--- config.mk ---
export PLATFORM = sky130hd
export DESIGN_NAME = ready_list
export DESIGN_NICKNAME = d
export VERILOG_FILES = /design/src/rtl/rtos_pkg.sv /design/src/rtl/readylist_scan.sv /design/src/rtl/ready_list.sv
export SDC_FILE = /design/constraint.sdc
export NUM_CORES = 1
export LEC_CHECK = 0
export CAP_MARGIN = 40
export CORE_MARGIN = 3
export CORE_UTILIZATION = 33
export DETAILED_ROUTE_END_ITERATION = 8
export DONT_BUFFER_PORTS = 1
export PLACE_DENSITY = 0.51
export SLEW_MARGIN = 5
export SYNTH_ARGS = -nofsm -noshare
export SYNTH_HDL_FRONTEND = slang
export SYNTH_HIERARCHICAL = 1
export SYNTH_SLANG_ARGS = --single-unit
export TNS_END_PERCENT = 50
--- constraint.sdc ---
create_clock -name aclk -period 4 [get_ports aclk]
set_clock_uncertainty 0.05 [all_clocks]
set_input_delay 0.8 -clock aclk [delete_from_list [all_inputs] [get_ports aclk]]
set_output_delay 0.8 -clock aclk [all_outputs]
set_load 0.02 [all_outputs]
--- src/rtl/rtos_pkg.sv ---
// Shared constants and types for the RTOS ready-list block.
package rtos_pkg;

  localparam int unsigned NUM_TASKS_DEF = 16;
  localparam int unsigned NUM_PRIO_DEF  = 8;
  localparam logic [7:0]  IDLE_TASK     = 8'd0;

  typedef enum logic [1:0] {
    OpNop    = 2'b00,
    OpReady  = 2'b01,
    OpBlock  = 2'b10,
    OpSettcb = 2'b11
  } cmd_op_e;

  typedef enum logic [1:0] {
    StIdle    = 2'b00,
    StApply   = 2'b01,
    StScan    = 2'b10,
    StPublish = 2'b11
  } rl_state_e;

  // Index width that never collapses to zero bits.
  function automatic int unsigned idx_width(input int unsigned n);
    return (n > 1) ? $clog2(n) : 1;
  endfunction

endpackage

--- src/rtl/readylist_scan.sv ---
// Sequential scan accumulator: sees one task per cycle and tracks the
// highest-priority ready task plus the round-robin successor of the current task.
module readylist_scan
  import rtos_pkg::*;
#(
  parameter int unsigned NUM_TASKS = NUM_TASKS_DEF,
  parameter int unsigned NUM_PRIO  = NUM_PRIO_DEF,
  localparam int unsigned TW = idx_width(NUM_TASKS),
  localparam int unsigned PW = idx_width(NUM_PRIO)
) (
  input  logic          aclk,
  input  logic          aresetn,
  input  logic          visit,
  input  logic [TW-1:0] idx,
  input  logic          task_ready,
  input  logic [PW-1:0] task_prio,
  input  logic [7:0]    cur_task,
  input  logic          cur_valid,
  input  logic [PW-1:0] cur_prio,
  output logic [PW-1:0] best_prio,
  output logic [TW-1:0] best_task,
  output logic [7:0]    next_task
);

  logic          first;
  logic          best_found_q, best_found_d;
  logic [PW-1:0] best_prio_q, best_prio_d;
  logic [TW-1:0] best_task_q, best_task_d;
  logic          above_found_q, above_found_d;
  logic [TW-1:0] above_task_q, above_task_d;
  logic          below_found_q, below_found_d;
  logic [TW-1:0] below_task_q, below_task_d;

  always_comb begin
    // Visiting index 0 starts a fresh scan, so prior results are discarded.
    first         = (idx == '0);
    best_found_d  = first ? 1'b0 : best_found_q;
    best_prio_d   = first ? '0 : best_prio_q;
    best_task_d   = first ? '0 : best_task_q;
    above_found_d = first ? 1'b0 : above_found_q;
    above_task_d  = first ? '0 : above_task_q;
    below_found_d = first ? 1'b0 : below_found_q;
    below_task_d  = first ? '0 : below_task_q;
    if (visit && task_ready) begin
      // Strict compare keeps the lowest index on priority ties.
      if (!best_found_d || (task_prio > best_prio_d)) begin
        best_found_d = 1'b1;
        best_prio_d  = task_prio;
        best_task_d  = idx;
      end
      if (cur_valid && (task_prio == cur_prio)) begin
        if ((8'(idx) > cur_task) && !above_found_d) begin
          above_found_d = 1'b1;
          above_task_d  = idx;
        end else if ((8'(idx) < cur_task) && !below_found_d) begin
          below_found_d = 1'b1;
          below_task_d  = idx;
        end
      end
    end
  end

  always_ff @(posedge aclk or negedge aresetn) begin
    if (!aresetn) begin
      best_found_q  <= 1'b0;
      best_prio_q   <= '0;
      best_task_q   <= '0;
      above_found_q <= 1'b0;
      above_task_q  <= '0;
      below_found_q <= 1'b0;
      below_task_q  <= '0;
    end else if (visit) begin
      best_found_q  <= best_found_d;
      best_prio_q   <= best_prio_d;
      best_task_q   <= best_task_d;
      above_found_q <= above_found_d;
      above_task_q  <= above_task_d;
      below_found_q <= below_found_d;
      below_task_q  <= below_task_d;
    end
  end

  always_comb begin
    best_prio = best_prio_q;
    best_task = best_task_q;
    if (!cur_valid) begin
      next_task = 8'(best_task_q);
    end else if (above_found_q) begin
      next_task = 8'(above_task_q);
    end else if (below_found_q) begin
      next_task = 8'(below_task_q);
    end else begin
      next_task = cur_task;
    end
  end

endmodule

--- src/rtl/ready_list.sv ---
// RTOS ready list: per-task ready/priority/TCB tables, command FSM and a
// serial scan that publishes the highest-priority and round-robin next task.
module ready_list
  import rtos_pkg::*;
#(
  parameter int unsigned NUM_TASKS = NUM_TASKS_DEF,
  parameter int unsigned NUM_PRIO  = NUM_PRIO_DEF
) (
  input  logic        aclk,
  input  logic        aresetn,
  input  logic        cmd_valid,
  output logic        cmd_ready,
  input  logic [1:0]  cmd_op,
  input  logic [7:0]  cmd_task,
  input  logic [5:0]  cmd_prio,
  input  logic [31:0] cmd_data,
  input  logic [7:0]  addrread_in,
  output logic [5:0]  highpriority_out,
  output logic [7:0]  ptr_hpritask_out,
  output logic [7:0]  ptr_nexttask_out,
  output logic [31:0] tcbtask_out,
  output logic        err_out
);

  localparam int unsigned TW = idx_width(NUM_TASKS);
  localparam int unsigned PW = idx_width(NUM_PRIO);
  localparam logic [TW-1:0] IDLE_IDX = IDLE_TASK[TW-1:0];

  rl_state_e state_q, state_d;
  logic [TW-1:0] cnt_q, cnt_d;
  logic [7:0]    cur_q, cur_d;

  cmd_op_e     cmd_op_q;
  logic [7:0]  cmd_task_q;
  logic [5:0]  cmd_prio_q;
  logic [31:0] cmd_data_q;
  logic        accept;

  logic [NUM_TASKS-1:0]         ready_q, ready_d;
  logic [NUM_TASKS-1:0][PW-1:0] prio_q, prio_d;
  logic [NUM_TASKS-1:0][31:0]   tcb_q, tcb_d;

  logic [5:0]  hp_q;
  logic [7:0]  hpt_q, nxt_q;

  logic          cmd_task_oob, cmd_prio_oob, cmd_is_idle, cmd_illegal;
  logic [TW-1:0] cmd_idx;
  logic          cur_in_range, cur_valid;
  logic [TW-1:0] cur_idx;
  logic          rd_in_range;
  logic [TW-1:0] rd_idx;

  logic [PW-1:0] scan_best_prio;
  logic [TW-1:0] scan_best_task;
  logic [7:0]    scan_next_task;

  assign cmd_ready = (state_q == StIdle) && aresetn;
  assign accept    = cmd_valid && cmd_ready;

  // Command legality, evaluated on the latched command during APPLY.
  always_comb begin
    cmd_task_oob = 32'(cmd_task_q) >= NUM_TASKS;
    cmd_prio_oob = 32'(cmd_prio_q) >= NUM_PRIO;
    cmd_is_idle  = (cmd_task_q == IDLE_TASK);
    cmd_idx      = cmd_task_oob ? '0 : cmd_task_q[TW-1:0];
    unique case (cmd_op_q)
      OpReady:  cmd_illegal = cmd_task_oob || cmd_is_idle || cmd_prio_oob;
      OpBlock:  cmd_illegal = cmd_task_oob || cmd_is_idle;
      OpSettcb: cmd_illegal = cmd_task_oob;
      default:  cmd_illegal = 1'b0;
    endcase
  end

  assign err_out = (state_q == StApply) && cmd_illegal;

  always_comb begin
    ready_d = ready_q;
    prio_d  = prio_q;
    tcb_d   = tcb_q;
    if ((state_q == StApply) && !cmd_illegal) begin
      unique case (cmd_op_q)
        OpReady: begin
          ready_d[cmd_idx] = 1'b1;
          prio_d[cmd_idx]  = cmd_prio_q[PW-1:0];
        end
        OpBlock:  ready_d[cmd_idx] = 1'b0;
        OpSettcb: tcb_d[cmd_idx]   = cmd_data_q;
        default:  ;
      endcase
    end
  end

  always_comb begin
    state_d = state_q;
    cnt_d   = cnt_q;
    cur_d   = cur_q;
    unique case (state_q)
      StIdle: begin
        if (accept) begin
          state_d = StApply;
        end else if (addrread_in != cur_q) begin
          state_d = StScan;
          cnt_d   = '0;
          cur_d   = addrread_in;
        end
      end
      StApply: begin
        state_d = StScan;
        cnt_d   = '0;
        cur_d   = addrread_in;
      end
      StScan: begin
        if (cnt_q == TW'(NUM_TASKS - 1)) begin
          state_d = StPublish;
        end else begin
          cnt_d = cnt_q + TW'(1);
        end
      end
      StPublish: state_d = StIdle;
      default:   state_d = StIdle;
    endcase
  end

  always_ff @(posedge aclk or negedge aresetn) begin
    if (!aresetn) begin
      state_q <= StIdle;
      cnt_q   <= '0;
      cur_q   <= IDLE_TASK;
    end else begin
      state_q <= state_d;
      cnt_q   <= cnt_d;
      cur_q   <= cur_d;
    end
  end

  always_ff @(posedge aclk or negedge aresetn) begin
    if (!aresetn) begin
      cmd_op_q   <= OpNop;
      cmd_task_q <= '0;
      cmd_prio_q <= '0;
      cmd_data_q <= '0;
    end else if (accept) begin
      cmd_op_q   <= cmd_op_e'(cmd_op);
      cmd_task_q <= cmd_task;
      cmd_prio_q <= cmd_prio;
      cmd_data_q <= cmd_data;
    end
  end

  always_ff @(posedge aclk or negedge aresetn) begin
    if (!aresetn) begin
      ready_q           <= '0;
      ready_q[IDLE_IDX] <= 1'b1;
      prio_q            <= '0;
      tcb_q             <= '0;
    end else begin
      ready_q <= ready_d;
      prio_q  <= prio_d;
      tcb_q   <= tcb_d;
    end
  end

  always_comb begin
    cur_in_range = 32'(cur_q) < NUM_TASKS;
    cur_idx      = cur_in_range ? cur_q[TW-1:0] : '0;
    cur_valid    = cur_in_range && ready_q[cur_idx];
    rd_in_range  = 32'(addrread_in) < NUM_TASKS;
    rd_idx       = rd_in_range ? addrread_in[TW-1:0] : '0;
    tcbtask_out  = rd_in_range ? tcb_q[rd_idx] : 32'd0;
  end

  readylist_scan #(
    .NUM_TASKS (NUM_TASKS),
    .NUM_PRIO  (NUM_PRIO)
  ) u_scan (
    .aclk       (aclk),
    .aresetn    (aresetn),
    .visit      (state_q == StScan),
    .idx        (cnt_q),
    .task_ready (ready_q[cnt_q]),
    .task_prio  (prio_q[cnt_q]),
    .cur_task   (cur_q),
    .cur_valid  (cur_valid),
    .cur_prio   (prio_q[cur_idx]),
    .best_prio  (scan_best_prio),
    .best_task  (scan_best_task),
    .next_task  (scan_next_task)
  );

  // All three results change together, only at the end of a complete scan.
  always_ff @(posedge aclk or negedge aresetn) begin
    if (!aresetn) begin
      hp_q  <= '0;
      hpt_q <= '0;
      nxt_q <= '0;
    end else if (state_q == StPublish) begin
      hp_q  <= 6'(scan_best_prio);
      hpt_q <= 8'(scan_best_task);
      nxt_q <= scan_next_task;
    end
  end

  assign highpriority_out = hp_q;
  assign ptr_hpritask_out = hpt_q;
  assign ptr_nexttask_out = nxt_q;

endmodule

## Word-level counts from Yosys, hierarchy flattened

Index checks and enable logic that the tools add are counted.

- Register bits: 671
- Bits of input ports: 59
- Output and inout bits: 56
- Word-level logic and storage cells: 174

- $add $sub $neg: 1
- Order comparisons: 12
- Equality and inequality tests: 14
- Muxes and demuxes: 65
- Bitwise gates (word level): 3
- Reductions and logical operators: 29

Operators with widths:

| kind | count |
|---|---|
| 512-bit bitwise mux | 1 |
| 32-bit binary-select mux with 4-bit select | 1 |
| 32-bit demux with 4-bit select | 1 |
| 32-bit two-way mux | 3 |
| 4-bit two-way mux | 18 |
| 48-bit bitwise mux | 1 |
| 8-bit two-way mux | 5 |
| 16-bit case mux with 2 select lines | 1 |
| 3-bit binary-select mux with 4-bit select | 2 |
| 4-bit by 5-bit less-than comparator with 1-bit output, second input constant | 4 |
| 3-bit two-way mux | 6 |
| 16-bit bitwise AND | 1 |
| 8-bit by 5-bit less-than comparator with 1-bit output, second input constant | 2 |
| 16-bit inverter | 1 |
| 16-bit bitwise OR | 1 |
| 8-bit case mux with 2 select lines | 1 |
| 1-bit two-way mux | 15 |
| 3-bit demux with 4-bit select | 1 |
| 4-bit case mux with 3 select lines | 1 |
| 1-bit logical AND | 10 |
| 1-bit binary-select mux with 4-bit select | 2 |
| 2-bit equality test, second input constant | 4 |
| 8-bit by 5-bit greater-or-equal comparator with 1-bit output, second input constant | 1 |
| 4-bit by 8-bit greater-than comparator with 1-bit output | 1 |
| other kinds (26) | 40 |

## Longest topological paths before layout

Gate-level depths: netlist of the first run.

- Depth after elaboration: 9
- Gate-level depth with buffers: 12
- Mapped depth without buffers: 10

## Modules after synthesis

Netlist of the first run, hierarchy kept.

By module, submodules not included:

| module | instances | cells an instance | area an instance (µm²) | sequential area each (µm²) |
|---|---|---|---|---|
| ready_list | 1 | 2346 | 31475.2 | 16341.9 |
| readylist_scan | 1 | 127 | 1196.1 | 450.4 |

## Worst setup path before layout of the first run

OpenSTA, ideal clock, no wires.

- Kind: in2out
- Start point: input addrread_in[7]
- End point: output tcbtask_out[10]
- Arrival: 2.750 ns
- Data required time: 3.150 ns
- Path slack: 0.400 ns
- Cell stages on the path: 7
- Path buffers: 2
- Cells stage by stage: or4_1 -> clkbuf_1 -> nor2_2 -> clkbuf_1 -> a21oi_1 -> o21a_1 -> a211oi_1

- Cells in the longest elaborated chain, start to end: 5

Ends and longest elaborated chain:

| what | line | RTL |
|---|---|---|
| start: declaration | ready_list.sv:17 | `input logic [7:0] addrread_in,` |
| 8-bit by 5-bit less-than comparator with 1-bit output * | ready_list.sv:167 | `rd_in_range = 32'(addrread_in) < NUM_TASKS;` |
| 4-bit two-way mux | ready_list.sv:168 | `rd_idx = rd_in_range ? addrread_in[TW-1:0] : '0;` |
| 32-bit binary-select mux with 4-bit select | ready_list.sv:169 | `tcbtask_out = rd_in_range ? tcb_q[rd_idx] : 32'd0;` |
| 32-bit two-way mux (implied by the code) | ready_list.sv:169 |  |
| 32-bit two-way mux * | ready_list.sv:169 |  |
| end: declaration | ready_list.sv:21 | `output logic [31:0] tcbtask_out,` |

Every way passes the cells marked *; elsewhere a longest branch is shown, timed or not. The select of a mux whose other input is x is not followed.

## Worst setup path after layout of the first run

- Start point: input addrread_in[0]
- End point: output tcbtask_out[5]

- Cells in the longest elaborated chain, start to end: 5

Ends and longest elaborated chain:

| what | line |
|---|---|
| 8-bit by 5-bit less-than comparator with 1-bit output | ready_list.sv:167 |
| 4-bit two-way mux | ready_list.sv:168 |
| 32-bit binary-select mux with 4-bit select | ready_list.sv:169 |
| 32-bit two-way mux (implied by the code) | ready_list.sv:169 |
| 32-bit two-way mux * | ready_list.sv:169 |

Marked as above.

==> results of run 1 <==
-- area by class of cell --
type | instances | area, µm²
multi-input cells | 1563 | 14600
flip-flops and latches | 671 | 16800
repair buffers | 102 | 1160
fillers | 9195 | 60500
well taps | 1276 | 1600
inverters | 31 | 116
clock buffers | 116 | 2350
clock inverters | 28 | 310
-- power breakdown --
part           internal, mW  switching [mW]  total, mW
combinational          1.38            1.64       3.02
clock                  4.40            2.93       7.33
sequential             7.46            1.30       8.76
total                  13.2            5.88       19.1
-- worst min-delay path by stage --
stage                         startpoint                              end  cells past startpoint
6_report                         aresetn  u_scan/best_prio[0]$_DFFE_PN0P_                      1
5_1_grt                     cmd_data[29]       cmd_data_q[29]$_DFFE_PN0P_                      2
4_1_cts                          aresetn  ptr_hpritask_out[1]$_DFFE_PN0N_                      0
3_5_place_dp   cmd_task_q[7]$_DFFE_PN0P_        cmd_task_q[7]$_DFFE_PN0P_                      2
3_3_place_gp   cmd_task_q[6]$_DFFE_PN0P_        cmd_task_q[6]$_DFFE_PN0P_                      2
2_1_floorplan  cmd_task_q[6]$_DFFE_PN0P_        cmd_task_q[6]$_DFFE_PN0P_                      2
-- per-layer routing --
metal / vias up / global-route usage [%] / share of wire (%)
met5: - / 0 / 0
met1: 10915 / 23.1 / 45
met2: 368 / 29.5 / 49
li1: 8994 / - / -
met3: 122 / 2.71 / 3.9
met4: 0 / 4.79 / 2.1
-- cells in the final DEF (no fill, tap or decap), types with 6 or more instances in the layout --
| cell | n |
|---|---|
| sky130_fd_sc_hd__buf_12 | 21 |
| sky130_fd_sc_hd__clkbuf_8 | 21 |
| sky130_fd_sc_hd__nand2_1 | 193 |
| sky130_fd_sc_hd__a22o_1 | 23 |
| sky130_fd_sc_hd__a221oi_1 | 29 |
| sky130_fd_sc_hd__buf_16 | 6 |
| sky130_fd_sc_hd__o21a_1 | 29 |
| sky130_fd_sc_hd__mux2_2 | 319 |
| sky130_fd_sc_hd__nor2_8 | 10 |
| sky130_fd_sc_hd__dfrtp_1 | 670 |
| sky130_fd_sc_hd__a21oi_1 | 86 |
| sky130_fd_sc_hd__a211oi_1 | 47 |
| sky130_fd_sc_hd__nor2_4 | 17 |
| sky130_fd_sc_hd__o21ai_0 | 64 |
| sky130_fd_sc_hd__clkinv_2 | 16 |
| sky130_fd_sc_hd__buf_4 | 73 |
| sky130_fd_sc_hd__clkbuf_1 | 15 |
| sky130_fd_sc_hd__mux2_1 | 309 |
| sky130_fd_sc_hd__o221ai_1 | 21 |
| sky130_fd_sc_hd__and2_1 | 7 |
| sky130_fd_sc_hd__a31oi_1 | 9 |
| sky130_fd_sc_hd__nand3_1 | 20 |
| sky130_fd_sc_hd__inv_1 | 30 |
| sky130_fd_sc_hd__o2bb2ai_1 | 6 |
| sky130_fd_sc_hd__xor2_1 | 10 |
| sky130_fd_sc_hd__clkbuf_16 | 80 |
| sky130_fd_sc_hd__o31ai_1 | 16 |
| sky130_fd_sc_hd__conb_1 | 7 |
| sky130_fd_sc_hd__nor2b_1 | 33 |
| sky130_fd_sc_hd__ha_1 | 17 |
| sky130_fd_sc_hd__mux4_2 | 97 |
| sky130_fd_sc_hd__nor2_1 | 75 |
| sky130_fd_sc_hd__o32ai_1 | 11 |
| sky130_fd_sc_hd__mux2i_1 | 44 |
-- registers in the layout, summed over array words and instances, names as in the netlist, named ones only --
| register | cells |
|---|---|
| cmd_data_q | 32 |
| cmd_op_q | 2 |
| cmd_prio_q | 6 |
| cmd_task_q | 8 |
| cnt_q | 4 |
| cur_q | 8 |
| highpriority_out | 3 |
| prio_q | 48 |
| ptr_hpritask_out | 4 |
| ptr_nexttask_out | 8 |
| state_q | 2 |
| tcb_q | 512 |
| u_scan/above_found_q | 1 |
| u_scan/above_task_q | 4 |
| u_scan/below_found_q | 1 |
| u_scan/below_task_q | 4 |
| u_scan/best_found_q | 1 |
| u_scan/best_prio | 3 |
| u_scan/best_task | 4 |
-- logic make-up (layout without fill, tap and decap cells) --
kind of cell / after synthesis / count (layout) / share of synthesized area [%]
AO/OA/AOI/OAI: 367 / 367 / 7.75
XOR/XNOR: 11 / 11 / 0.295
flip-flops: 671 / 671 / 51.4
buffers and inverters: 245 / 277 / 4.12
AND/OR/NAND/NOR: 392 / 392 / 6.10
other: 1 / 7 / 0.0115
adder cells (fa/ha/maj): 17 / 17 / 0.651
multiplexers: 769 / 769 / 29.7
-- through the flow --
stage | TNS, ps | util (%) | instances
floorplan | 0 | - | 2479
global placement | 0 | 35.0 | 3635
detailed placement | 0 | 35.1 | 3638
CTS | 0 | 37.8 | 3782
global route | 0 | 37.9 | 3787
finish | -2870 | 37.9 | 3787
==> impl_metrics.tcl, run 1 <==
set metrics [dict create \
    outcome "complete, but fails checks" \
    power_per_cell_area_mw_per_mm2 517 \
    ant_nets 0 \
    largest_net_degree_at_the_start_of_global_routing 674 \
    syn_inst 2473 \
    cell_with_the_most_instances_after_synthesis "sky130_fd_sc_hd__dfrtp_1" \
    core_mm2 0.0974 \
    cts.sinks 671 \
    finalWeightedCongestion 0.787 \
    ctsLongestPathBuffers 3 \
    cts.clk_slew.worst_paths_ps 60 \
    critical_path_arrival_ps 3490 \
    hold_slack_ps 210 \
    ys_types 70 \
    max_slew_margin_pct 1.79 \
    synth_enable_flop_cells 0 \
    detailedPlace.worstSlack_ps 172 \
    grt.overflow.total 0 \
    final-max-slew-violation-count 0 \
    r2r_endpoint "u_scan/above_task_q[0]$_DFFE_PN0P_" \
    syn_area_per_cell_um2 13.2 \
    stdcell_area_mm2 0.0370 \
    port-buffer-count 0 \
    cts_made_buffers 78 \
    drv.max_cap_violation_count 0 \
    design.final.nets 2523 \
    max_stage_delay_ps 730 \
    tightestPinTransition_ps 1470 \
    critPathTopFamily "compound AO/OA/AOI/OAI gates" \
    die_w_um 321 \
    initial_utilization_pct 33.5 \
    synth_flop_cell "sky130_fd_sc_hd__dfrtp_1" \
    timing.critical_path.to "tcbtask_out[5]" \
    postRouteWirelength_um 89500 \
    violations_in_the_final_reports "negative setup slack" \
    rows 114 \
    startpoint_type "primary input" \
    launching_instance_or_port_of_the_critical_path "addrread_in[0]" \
    ys_seq_elements 671 \
    post_cts_resize_count 0 \
    dp_hpwl_um 51900 \
    library_cell_occupying_the_most_area_in_the_post_synthesis_netlist "sky130_fd_sc_hd__dfrtp_1" \
    layout-drive-gt1-share_pct 27.6 \
    synth.top_cells.by_area "sky130_fd_sc_hd__dfrtp_1 (51%), sky130_fd_sc_hd__mux2_2 (11%), sky130_fd_sc_hd__mux2_1 (11%), sky130_fd_sc_hd__mux4_2 (6.7%), sky130_fd_sc_hd__nand2_1 (2.2%)" \
    route.vias.total 20399 \
    cp_data_required_time_ps 3150 \
    power.total_mw 19.1 \
    final_critical_path_setup_slack_ps -343 \
    route.detailed.vias_per_inst 5.39 \
    yosys_warnings 6 \
    syn_to_final_growth_pct 13.1 \
    critical_path.max_fanout 207 \
    tritoncts_clock_tree "built" \
    antenna_found_initial 1 \
    synth.cells.most_frequent "sky130_fd_sc_hd__dfrtp_1 (670), sky130_fd_sc_hd__mux2_2 (319), sky130_fd_sc_hd__mux2_1 (309), sky130_fd_sc_hd__nand2_1 (194), sky130_fd_sc_hd__clkbuf_1 (109)" \
    dieHeight_um 321 \
    netlist_area_mm2 0.0327 \
    dr.pass1.iters 5 \
    clock.fmax_mhz 230 \
    routedWlPerCell_um 23.6 \
    remaining_drc_errors 0 \
    critPathSlowestCell "sky130_fd_sc_hd__or2_1" \
    max-vdd-ir-drop_mv 0.284 \
    synth-seq-area-share_pct 51.4 \
    timing.final.crit_period_ps 4340 \
    r2r_start "cnt_q[1]$_DFFE_PN0P_" \
    timing.final.crit_share_pct 109 \
    final_setup_violation_count 13 \
    worst_setup_path_end_kind "output port" \
    critPathBufInv 3 \
    synth_top_cell_area_share_pct 51.3 \
    crit_cells 8 \
    grt_setup_unrepaired "no" \
    1st_iter_drt_viols 1169 \
    timing.reg2reg.setup_slack_ps 560 \
    critical_path.most_common_cell "sky130_fd_sc_hd__buf_4" \
    grt.total_usage_pct 17.4 \
    worst_skew_pair.late_latency_ps 630 \
    synth-async-reset-ratio_pct 100 \
    clock-root-buffer "sky130_fd_sc_hd__clkbuf_16" \
    pin_count 115 \
    leakage_power_nw 17.7 \
    place_area_mm2 0.0342 \
    final_hold_viol_count 0 \
    insertedDiodeCount 0 \
    worst_hold_path_type "in2async" \
    critPathKind "in2out" \
    worstPathCellList "or2_1 -> buf_4 -> o21ai_0 -> a221oi_1 -> o21a_1 -> a211oi_1 -> buf_4 -> buf_4" \
    cts.repair_timing.setup_buffer_count 0 \
    design.die.area_mm2 0.103 \
    first_global_vias 21897 \
    grt_first_pass_wirelength_um 138000 \
    ctsHtreeMaxLevel 3 \
    r2r_cells 7 \
]
Note: power is estimated with default switching activity, not from simulation.
==> inputs of run 2 (changes only) <==
--- a/config.mk
+++ b/config.mk
@@ -10,7 +10,7 @@
 export CORE_UTILIZATION = 33
 export DETAILED_ROUTE_END_ITERATION = 8
 export DONT_BUFFER_PORTS = 1
-export PLACE_DENSITY = 0.51
+export PLACE_DENSITY = 0.44
 export SLEW_MARGIN = 5
 export SYNTH_ARGS = -nofsm -noshare
 export SYNTH_HDL_FRONTEND = slang
==> run 2 against run 1 <==
The flow finishes with violations (negative hold slack, max-slew violations). Via count decreased by 1.2%. Clock-buffer cell count stayed put. Fmax grew 9.0%. Clock power increased by 5.3%. Cell count decreased by 0.32%. Wire length up 2.3%. Setup slack better by 360 ps. Sequential power about the same. Worst hold slack got worse by 220 ps. Total power up 1.8%. Register-to-register slack got worse by 20 ps. Critical endpoint is now tcbtask_out[25]. Highest routed layer unchanged.
==> impl_metrics.tcl, run 2 (synthesized netlist as in run 1, its figures left out) <==
set metrics [dict create \
    cellInternalPower_mw 13.7 \
    cts.sinks 671 \
    final-max-slew-violation-count 273 \
    most_common_cell_after_layout_fill_and_taps_aside "sky130_fd_sc_hd__dfrtp_1" \
    timing.final.crit_period_ps 3980 \
    worst_setup_path_end_kind "output port" \
    power.combinational.fraction_pct 15.2 \
    place_area_mm2 0.0342 \
    power_per_cell_area_mw_per_mm2 525 \
    ctsHtreeMaxLevel 3 \
    grt.total_usage_pct 17.7 \
    drv.max_cap_violation_count 0 \
    ctsLongestPathBuffers 3 \
    design.die.area_mm2 0.103 \
    outcome "complete, but fails checks" \
    worst_skew_pair.late_latency_ps 620 \
    antenna_found_initial 1 \
    insertedDiodeCount 0 \
    largest_registers "tcb_q x512, prio_q x48, cmd_data_q x32" \
    route.vias.total 20146 \
    grt_first_pass_wirelength_um 139000 \
    hold_slack_ps -10.5 \
    1st_iter_drt_viols 1074 \
    cts_made_buffers 82 \
    violations_in_the_final_reports "negative hold slack, max-slew violations" \
    largest_register_ffs 512 \
    dieHeight_um 321 \
    seq_power_share_pct 45.1 \
    fin_setup_tns_ps 0 \
    routedWlPerCell_um 24.3 \
    grt_setup_unrepaired "no" \
    critical_path_arrival_ps 3130 \
    final_hold_viol_count 43 \
    clock.fmax_mhz 251 \
    critical_path.max_fanout 207 \
    largest_reg_by_ff_count "tcb_q" \
    core_mm2 0.0974 \
    max-vdd-ir-drop_mv 0.287 \
    max_stage_delay_ps 640 \
    dr.pass1.iters 5 \
    timing.final.crit_share_pct 99.6 \
    critPathBufInv 3 \
    first_global_vias 21172 \
    p_clk_share_pct 39.7 \
    clock-root-buffer "sky130_fd_sc_hd__clkbuf_16" \
    tritoncts_clock_tree "built" \
    dp_hpwl_um 53300 \
    grt.overflow.total 0 \
    finalWeightedCongestion 0.779 \
    worstPathCellList "or2_1 -> buf_12 -> o21ai_0 -> a221oi_1 -> o21a_1 -> a211oi_1 -> buf_4 -> buf_4" \
    cp_data_required_time_ps 3150 \
    worst_hold_path_type "in2async" \
    leakage_power_nw 17.8 \
    die_w_um 321 \
    layout-drive-gt1-share_pct 27.4 \
    route.detailed.vias_per_inst 5.34 \
    syn_to_final_growth_pct 13.5 \
    initial_utilization_pct 33.5 \
    final_setup_violation_count 0 \
    critical_path.most_common_cell "sky130_fd_sc_hd__buf_4" \
    max_slew_margin_pct -17.7 \
    p_sw_share_pct 29.8 \
    pin_count 115 \
    design.final.nets 2516 \
    postRouteWirelength_um 91600 \
    stdcell_area_mm2 0.0371 \
    tightestPinTransition_ps 1770 \
    most-common-layout-cells "sky130_fd_sc_hd__dfrtp_1 (670), sky130_fd_sc_hd__mux2_2 (319), sky130_fd_sc_hd__mux2_1 (309)" \
    ant_nets 0 \
    largest_net_degree_at_the_start_of_global_routing 674 \
    port-buffer-count 0 \
    remaining_drc_errors 0 \
    startpoint_type "primary input" \
    rows 114 \
    critPathSlowestCell "sky130_fd_sc_hd__or2_1" \
    critPathKind "in2out" \
    cts.clk_slew.worst_paths_ps 60 \
    total_switching_power_mw 5.79 \
    critPathTopFamily "compound AO/OA/AOI/OAI gates" \
]
## run 2: power by group through the flow
stage / clock [mW] / combinational (mW) / sequential [mW]
after floorplan: 0 / 2.60 / 8.06
after global placement: 0 / 2.73 / 8.92
after detailed placement: 0 / 2.93 / 8.91
after CTS: 8.00 / 2.95 / 8.79
after global routing: 8.26 / 3.27 / 8.94
final: 7.72 / 2.96 / 8.77
## run 2: repair_timing
action,in CTS,in global routing
setup buffers,0,0
endpoints found under the hold margin,670,100
gates resized for setup,0,0
## run 2: routing by layer
layer	wire [µm]	global-route usage [%]
met5	0	0
met4	1730	4.55
met3	3830	3.12
met2	44000	29.2
met1	42000	24.0
## run 2: final timing paths
path                                                 from  cells past startpoint  slack, ps                                  to
min in group aclk                             cmd_prio[4]                      2        240           cmd_prio_q[4]$_DFFE_PN0P_
worst min register to register  cmd_task_q[4]$_DFFE_PN0P_                      2        420           cmd_task_q[4]$_DFFE_PN0P_
worst max-delay path                       addrread_in[0]                      8         20                     tcbtask_out[25]
worst min-delay path                              aresetn                      0        -10              tcb_q[441]$_DFFE_PN0P_
worst max register to register       cnt_q[1]$_DFFE_PN0P_                      7        540  u_scan/above_task_q[2]$_DFFE_PN0P_
max in group asynchronous                         aresetn                      0       2650              tcb_q[290]$_DFFE_PN0P_
## run 2: final cells by class
type                    instances  area [µm²]
well taps                    1276        1600
multi-input cells            1563       14600
clock inverters                27         377
inverters                      31         116
clock buffers                 116        2430
repair buffers                 91        1120
flip-flops and latches        671       16800
fillers                      9141       60400
## run 2: per-stage QoR
| stage | total power, mW | setup slack (ps) | hold slack (ps) | utilization, % | instances |
|---|---|---|---|---|---|
| after floorplan | 10.7 | 400 | 387 | - | 2479 |
| after global placement | 11.7 | 91.1 | 409 | 35.0 | 3624 |
| after detailed placement | 11.8 | 109 | 405 | 35.1 | 3629 |
| after CTS | 19.7 | 116 | -160 | 38.0 | 3772 |
| after global routing | 20.5 | 58.3 | -75.4 | 38.1 | 3775 |
| final | 19.4 | 16.0 | -10.5 | 38.1 | 3775 |
==> inputs of run 3 (changes only) <==
--- a/config.mk
+++ b/config.mk
@@ -6,11 +6,13 @@
 export NUM_CORES = 1
 export LEC_CHECK = 0
 export CAP_MARGIN = 40
+export CELL_PAD_IN_SITES_DETAIL_PLACEMENT = 0
+export CELL_PAD_IN_SITES_GLOBAL_PLACEMENT = 1
 export CORE_MARGIN = 3
 export CORE_UTILIZATION = 33
 export DETAILED_ROUTE_END_ITERATION = 8
 export DONT_BUFFER_PORTS = 1
-export PLACE_DENSITY = 0.44
+export PLACE_DENSITY = 0.51
 export SLEW_MARGIN = 5
 export SYNTH_ARGS = -nofsm -noshare
 export SYNTH_HDL_FRONTEND = slang
==> run 3 against run 2 <==
The flow still finishes with violations (negative hold slack, max-slew violations). Register-to-register slack worse by 180 ps. Wire length up 2.9%. Cell count up 0.29%. Non-clock buffer count up 9. Clock power down 0.6%. Fmax up 2.8%. Die area unchanged. Utilization down 0.12 points. Critical path depth down 1. Total power down 0.86%. Sequential share of layout area up 0.14 points. Sequential cell count unchanged. Critical path type unchanged. Critical endpoint is now tcbtask_out[1]. Largest cell class unchanged. Largest power group unchanged. Highest routed layer unchanged.
==> impl_metrics.tcl, run 3 (synthesized netlist as in run 1, its figures left out) <==
set metrics [dict create \
    sequential_cell_area_mm2 0.0168 \
    ant_nets 0 \
    largest_registers "tcb_q x512, prio_q x48, cmd_data_q x32" \
    initial_utilization_pct 33.5 \
    clock-root-buffer "sky130_fd_sc_hd__clkbuf_16" \
    routedWlPerCell_um 24.9 \
    cts_made_buffers 81 \
    final_hold_viol_count 70 \
    filler_cell_count 9230 \
    cts.clk_slew.worst_paths_ps 60 \
    worst_hold_path_type "in2async" \
    antenna_found_initial 0 \
    rows 114 \
    grt.overflow.total 0 \
    ctsLongestPathBuffers 3 \
    violations_in_the_final_reports "negative hold slack, max-slew violations" \
    r2r_start "cnt_q[0]$_DFFE_PN0P_" \
    tritoncts_clock_tree "built" \
    design.final.nets 2524 \
    final-max-slew-violation-count 490 \
    largest_net_degree_at_the_start_of_global_routing 674 \
    total_area_of_multi_input_combinational_cells_mm2 0.0146 \
    worstPathCellList "or4_2 -> nor2_4 -> buf_12 -> a221oi_1 -> o21a_1 -> a211oi_1 -> buf_4" \
    timing.final.crit_share_pct 96.9 \
    outcome "complete, but fails checks" \
    fin_setup_tns_ps 0 \
    power_per_cell_area_mw_per_mm2 522 \
    critical_path_arrival_ps 3020 \
    critPathTopFamily "simple AND/OR/NAND/NOR gates" \
    grt.total_usage_pct 18.4 \
    max_slew_margin_pct -113 \
    route.detailed.vias_per_inst 5.37 \
    critical_path.max_fanout 33 \
    startpoint_type "primary input" \
    hold_slack_ps -96.0 \
    cts.sinks 671 \
    layout-drive-gt1-share_pct 27.5 \
    die_w_um 321 \
    launching_instance_or_port_of_the_critical_path "addrread_in[7]" \
    design.die.area_mm2 0.103 \
    dp_hpwl_um 55000 \
    grt_first_pass_wirelength_um 144000 \
    remaining_drc_errors 0 \
    critPathKind "in2out" \
    critPathBufInv 2 \
    core_mm2 0.0974 \
    worst_skew_pair.late_latency_ps 640 \
    largest_reg_by_ff_count "tcb_q" \
    dieHeight_um 321 \
    stdcell_area_mm2 0.0370 \
    finalWeightedCongestion 0.773 \
    tightestPinTransition_ps 3190 \
    route.vias.total 20342 \
    dr.pass1.iters 5 \
    drv.max_cap_violation_count 0 \
    port-buffer-count 0 \
    most_common_cell_after_layout_fill_and_taps_aside "sky130_fd_sc_hd__dfrtp_1" \
    worst_setup_path_end_kind "output port" \
    cp_data_required_time_ps 3150 \
    most-common-layout-cells "sky130_fd_sc_hd__dfrtp_1 (670), sky130_fd_sc_hd__mux2_2 (319), sky130_fd_sc_hd__mux2_1 (309)" \
    first_global_vias 21712 \
    grt_setup_unrepaired "no" \
    power.total_mw 19.3 \
    critPathSlowestCell "sky130_fd_sc_hd__or4_2" \
    largest_register_ffs 512 \
    cts.repair_timing.setup_buffer_count 0 \
    pin_count 115 \
    postRouteWirelength_um 94300 \
    place_area_mm2 0.0342 \
    final_core_util_pct 37.9 \
    max-vdd-ir-drop_mv 0.298 \
    max_stage_delay_ps 830 \
    syn_to_final_growth_pct 13.1 \
    timing.final.crit_period_ps 3870 \
    final_setup_violation_count 0 \
    ctsHtreeMaxLevel 3 \
    insertedDiodeCount 0 \
    clock.fmax_mhz 258 \
    leakage_power_nw 17.7 \
    1st_iter_drt_viols 1252 \
]
run 3: cell count changes in the layout (fill, tap and decap cells not counted), moves of 5 or more:
cell                       previous run  this run
sky130_fd_sc_hd__buf_12              28        21
sky130_fd_sc_hd__buf_4               58        77
sky130_fd_sc_hd__clkbuf_1            12        18
sky130_fd_sc_hd__clkinv_2            13         8
run 3: area by class of cell:
| cell class | instances | area share (%) |
|---|---|---|
| Clock buffer | 124 | 6.66 |
| Clock inverter | 21 | 0.897 |
| Inverter | 31 | 0.315 |
| Multi-Input combinational cell | 1563 | 39.6 |
| Sequential cell | 671 | 45.4 |
| Tap cell | 1276 | 4.32 |
| Timing Repair Buffer | 100 | 2.77 |
run 3: final timing paths:
| path | cells after the start | slack, ps | endpoint |
|---|---|---|---|
| min in group aclk | 2 | 220 | cmd_data_q[19]$_DFFE_PN0P_ |
| max reg2reg | 9 | 360 | u_scan/best_task[1]$_DFFE_PN0P_ |
| min reg2reg | 2 | 420 | cmd_task_q[6]$_DFFE_PN0P_ |
| max in group asynchronous | 0 | 1580 | prio_q[33]$_DFFE_PN0P_ |
| min | 0 | -100 | ptr_nexttask_out[1]$_DFFE_PN0N_ |
| max | 7 | 130 | tcbtask_out[1] |
run 3: report_power, final:
group / switching [mW] / internal, mW
Clock: 2.98 / 4.69
Sequential: 1.36 / 7.46
Combinational: 1.47 / 1.33
Total: 5.81 / 13.5
run 3: what timing repair did:
item / in CTS / in global routing
hold endpoints to repair: 670 / 311
resized for setup: 0 / 1
endpoints found under the setup margin: 0 / 1
run 3: metrics by stage:
step	worst slack [ps]	instances
floorplan	400	2479
global placement	139	3640
detailed placement	130	3641
CTS	126	3786
global route	68.1	3786
finish	126	3786
run 3: routing by layer:
layer	vias up	wire, µm	GRT usage, %
met5	-	0	0
met4	0	1830	4.78
met3	100	3480	2.91
met2	331	45900	30.9
met1	10907	43200	24.9
li1	9004	-	-
